==> src/rtl/serial_subtractor.sv <==
// Bit-serial two's-complement subtractor: diff = a - b, LSB first, one bit per clock.
// A single full-subtractor cell and a borrow register are reused for WIDTH cycles.
// Optional feature macro: SERIAL_SUB_OVF_EN adds a signed-overflow output (ovf).
module serial_subtractor #(
    parameter int WIDTH = 8
) (
    input  logic             clk,
    input  logic             rst_n,
    input  logic             start,
    input  logic [WIDTH-1:0] a,
    input  logic [WIDTH-1:0] b,
    output logic             busy,
    output logic             done,
    output logic [WIDTH-1:0] diff,
    output logic             bout
`ifdef SERIAL_SUB_OVF_EN
    ,
    output logic             ovf
`endif
);

    localparam int CNT_W = $clog2(WIDTH) + 1;
    localparam logic [CNT_W-1:0] LAST_BIT = CNT_W'(WIDTH - 1);

    typedef enum logic [1:0] {
        S_IDLE,
        S_SHIFT,
        S_DONE
    } state_t;

    state_t             r_state;
    state_t             w_state_next;
    logic [WIDTH-1:0]   r_a;
    logic [WIDTH-1:0]   r_b;
    logic [WIDTH-1:0]   r_diff;
    logic [CNT_W-1:0]   r_cnt;
    logic               r_br;
    logic               r_bout;
    logic               w_accept;
    logic               w_last;
    logic               w_d;
    logic               w_br_next;

    // Operand bits always come from position 0 as the shift registers move right.
    assign w_d       = r_a[0] ^ r_b[0] ^ r_br;
    assign w_br_next = (~r_a[0] & r_b[0]) | (~(r_a[0] ^ r_b[0]) & r_br);
    assign w_accept  = (r_state == S_IDLE) && start;
    assign w_last    = (r_state == S_SHIFT) && (r_cnt == LAST_BIT);

    assign busy = (r_state == S_SHIFT);
    assign done = (r_state == S_DONE);
    assign diff = r_diff;
    assign bout = r_bout;

    // State register.
    always_ff @(posedge clk) begin
        if (!rst_n) begin
            r_state <= S_IDLE;
        end else begin
            r_state <= w_state_next;
        end
    end

    // Next-state logic: start only matters in IDLE, DONE lasts one cycle.
    always_comb begin
        w_state_next = r_state;
        case (r_state)
            S_IDLE:  if (start) w_state_next = S_SHIFT;
            S_SHIFT: if (w_last) w_state_next = S_DONE;
            S_DONE:  w_state_next = S_IDLE;
            default: w_state_next = S_IDLE;
        endcase
    end

    // Datapath: capture operands on accept, then process one bit per edge.
    always_ff @(posedge clk) begin
        if (!rst_n) begin
            r_a    <= '0;
            r_b    <= '0;
            r_diff <= '0;
            r_cnt  <= '0;
            r_br   <= 1'b0;
            r_bout <= 1'b0;
        end else if (w_accept) begin
            r_a   <= a;
            r_b   <= b;
            r_br  <= 1'b0;
            r_cnt <= '0;
        end else if (r_state == S_SHIFT) begin
            r_a    <= {1'b0, r_a[WIDTH-1:1]};
            r_b    <= {1'b0, r_b[WIDTH-1:1]};
            r_diff <= {w_d, r_diff[WIDTH-1:1]};
            r_br   <= w_br_next;
            r_cnt  <= r_cnt + 1'b1;
            if (w_last) begin
                r_bout <= w_br_next;
            end
        end
    end

`ifdef SERIAL_SUB_OVF_EN
    logic r_sign_a;
    logic r_sign_b;
    logic r_ovf;

    assign ovf = r_ovf;

    // Signed overflow: operands of differing sign and a result whose sign differs from a.
    always_ff @(posedge clk) begin
        if (!rst_n) begin
            r_sign_a <= 1'b0;
            r_sign_b <= 1'b0;
            r_ovf    <= 1'b0;
        end else if (w_accept) begin
            r_sign_a <= a[WIDTH-1];
            r_sign_b <= b[WIDTH-1];
        end else if (w_last) begin
            r_ovf <= (r_sign_a != r_sign_b) && (w_d != r_sign_a);
        end
    end
`endif

endmodule

==> config.mk <==
export PLATFORM = sky130hd
export DESIGN_NAME = serial_subtractor
export DESIGN_NICKNAME = d
export VERILOG_FILES = /design/src/rtl/serial_subtractor.sv
export SDC_FILE = /design/constraint.sdc
export NUM_CORES = 1
export LEC_CHECK = 0
export BUFFER_PORTS_ARGS = -buffer_cell sky130_fd_sc_hd__buf_2
export CORE_UTILIZATION = 53
export DETAILED_ROUTE_END_ITERATION = 10
export PLACE_DENSITY_LB_ADDON = 0.08
export SETUP_SLACK_MARGIN = 0.05
export SYNTH_ARGS = -nofsm -noshare
export SYNTH_HDL_FRONTEND = slang
export SYNTH_SLANG_ARGS = --single-unit
==> constraint.sdc <==
create_clock -name clk -period 1.6 [get_ports clk]
set_input_delay 0.16 -clock clk [delete_from_list [all_inputs] [get_ports clk]]
set_output_delay 0.16 -clock clk [all_outputs]
set_load 0.05 [all_outputs]
==> impl_metrics.ini <==
[outcome]
outcome = complete, no violations

[logic_synthesis]
ys_seq_area_share_pct = 44.6
synthTopCellsByArea = dfxtp_1, a21oi_1, nand2_1
syn_avg_cell_area_um2 = 9.15
synth_ff_type = dfxtp_1
synth_cell_type_count = 35
synth_edf_count = 0
synth_top_cell_area_share_pct = 44.6
ys_warn_count = 0
post-synth-top-area-cell = dfxtp_1
async_flop_share_pct = 0
netlist_area_mm2 = 0.00144
ys_ff_latch = 32
syn-instance-count = 157
synth_nets = 178

[detailed_routing]
dr.pass1.iters = 7
final_antenna_net_count = 0
wl_per_cell_um = 13.3
post-route-drc-count = 0
routed_wirelength_um = 2890
vias = 1238
drt_iter0_drc = 28
vias_per_cell = 5.68

[pwr]
peakVddDrop_mv = 0.738
leakagePower_nw = 0.704
powerDensity_mw_per_mm2 = 931

[floorplanning]
die_x_um = 54.1
die_y_um = 54.1
io_pins = 30
die_area_mm2 = 0.00292
core-area_mm2 = 0.00252
start_util_pct = 56.9
fp-row-count = 18

[timing]
worstMarginPinSlew_ns = 0.497
fin_setup_tns_ns = 0
timing.fmax_mhz = 669
hold_viol = 0
setup_violations = 0
fin_crit_sh_pct = 93.4
rsz0062_at_grt = no
skew_ns = 0.00629
slew_headroom_pct = 66.8
slew_violations = 0
timing.final.crit_period_ns = 1.49
hold_slack_ns = 0.0481

[clock_network]
cts_tree = yes
cts_root_buffer = clkbuf_4
clk_latency_ns = 0.33
cts.htree.levels = 2
cts_max_path_buffers = 2
cts_made_buffers = 5
cts.clk_slew.worst_paths_ns = 0.09
clock-sinks = 32
post_cts_buffers = 0

[global_routing]
antenna_found_initial = 0
grt_pass1_wl_um = 4830
grt-ovfl-total = 0
grtUsageTotal_pct = 23.9
grt_max_degree = 21
grt_pass1_vias = 1102

[placed_design]
hpwlAfterDp_um = 2020
gp_congestion = 0.734
port_buffers = 29

[layout]
drive_above_1_share_pct = 30.3
area_delta_synth_final_pct = 14.9
fin_nets = 208
final_common_cell = dfxtp_1
fin_util_pct = 65.4
diodes = 0
layout_common_cells = dfxtp_1, buf_2, a21oi_1, nand2_1, o21ai_0

[worst_setup_path]
critical_path_class = reg -> out
cp_data_arrival_time_ns = 1.33
cp_max_fo = 14
cp-end-kind = output port
r2r_setup_slack_ns = 0.23
critPathRequiredTime_ns = 1.44
critPathLaunchType = flop

[worst_hold_path]
hold_path_class = in -> reg

[flow_run]
maxCapViolCount = 0
[synthesized netlist by cell type, types with 2 or more instances]
| cell | instances |
|---|---|
| and3_1 | 8 |
| o21ai_0 | 10 |
| nor2_1 | 5 |
| buf_6 | 5 |
| buf_4 | 2 |
| nor2b_1 | 3 |
| a221o_1 | 6 |
| inv_2 | 2 |
| dfxtp_1 | 32 |
| a21oi_1 | 19 |
| or3b_2 | 7 |
| buf_2 | 2 |
| o221ai_1 | 7 |
| inv_1 | 4 |
| nand2_1 | 19 |
| clkbuf_1 | 4 |
| nand3_1 | 4 |
[layer usage]
metal / global-route usage [%] / wire length [µm] / vias to the layer above
met4: 10.3 / 44 / 0
met2: 38.7 / 1410 / 27
met5: 0 / 0 / -
met1: 28.5 / 1310 / 580
li1: - / - / 624
met3: 8.47 / 128 / 7
[critical path, cell delays in order (launching register included)]
cell and delay, ns:
dfxtp_2 0.45, nand2b_2 0.13, inv_6 0.13, buf_4 0.14, buf_6 0.15
[report_power, final]
part | switching [mW] | internal, mW | leakage (nW) | total [mW]
Combinational | 0.109 | 0.0873 | 0.408 | 0.196
Clock | 0.259 | 0.217 | 0.0326 | 0.475
Sequential | 0.0296 | 0.835 | 0.263 | 0.865
Total | 0.397 | 1.14 | 0.704 | 1.54
[sequential cells by signal (all words and copies together) (netlist names)]
name and cells:
r_a 8, r_state 2, r_cnt 4, r_b 8, r_br 1, bout 1
diff 8
[metrics by stage]
stage / std cells / instance area, µm² / power [mW] / setup WS, ns
after floorplan: 157 / 1440 / 1.03 / 0.0730
after global placement: 210 / 1580 / 1.06 / 0.246
after detailed placement: 210 / 1580 / 1.07 / 0.180
after CTS: 218 / 1640 / 1.55 / 0.0451
after global routing: 218 / 1650 / 1.61 / 0.0508
final: 218 / 1650 / 1.54 / 0.106
[kinds of logic (layout without fill, tap and decap cells)]
logic type | count (synthesis) | after routing | synth area share [%]
and+or+nand+nor | 52 | 52 | 20.1
AOI/OAI and AO/OA | 50 | 50 | 23.8
DFF | 32 | 32 | 44.6
buffers and inverters | 20 | 51 | 8.54
adders and majority gates | 2 | 2 | 2.26
muxes | 1 | 1 | 0.697
[final cells by class]
type / count / area, µm²
Clock buffer: 8 / 58.8
Tap cell: 30 / 37.5
Fill cell: 234 / 872
Timing Repair Buffer: 36 / 206
Inverter: 7 / 31.3
Multi-Input combinational cell: 105 / 673
Sequential cell: 32 / 643
[worst paths after layout]
path | cells after the start | from | to
worst max-delay path | 4 | r_state[0] | busy
worst min-delay path | 2 | a[1] | r_a[1]
worst max register to register | 4 | r_state[0] | r_cnt[3]
worst min register to register | 2 | diff[0] | diff[0]
[what timing repair did]
action,4_1_cts,5_1_grt
hold buffers,0,0
pin swaps,0,0
gates cloned,0,0
endpoints found under the setup margin,2,2
resized for setup,4,3
No activity file was read; power rests on OpenSTA's default activity.
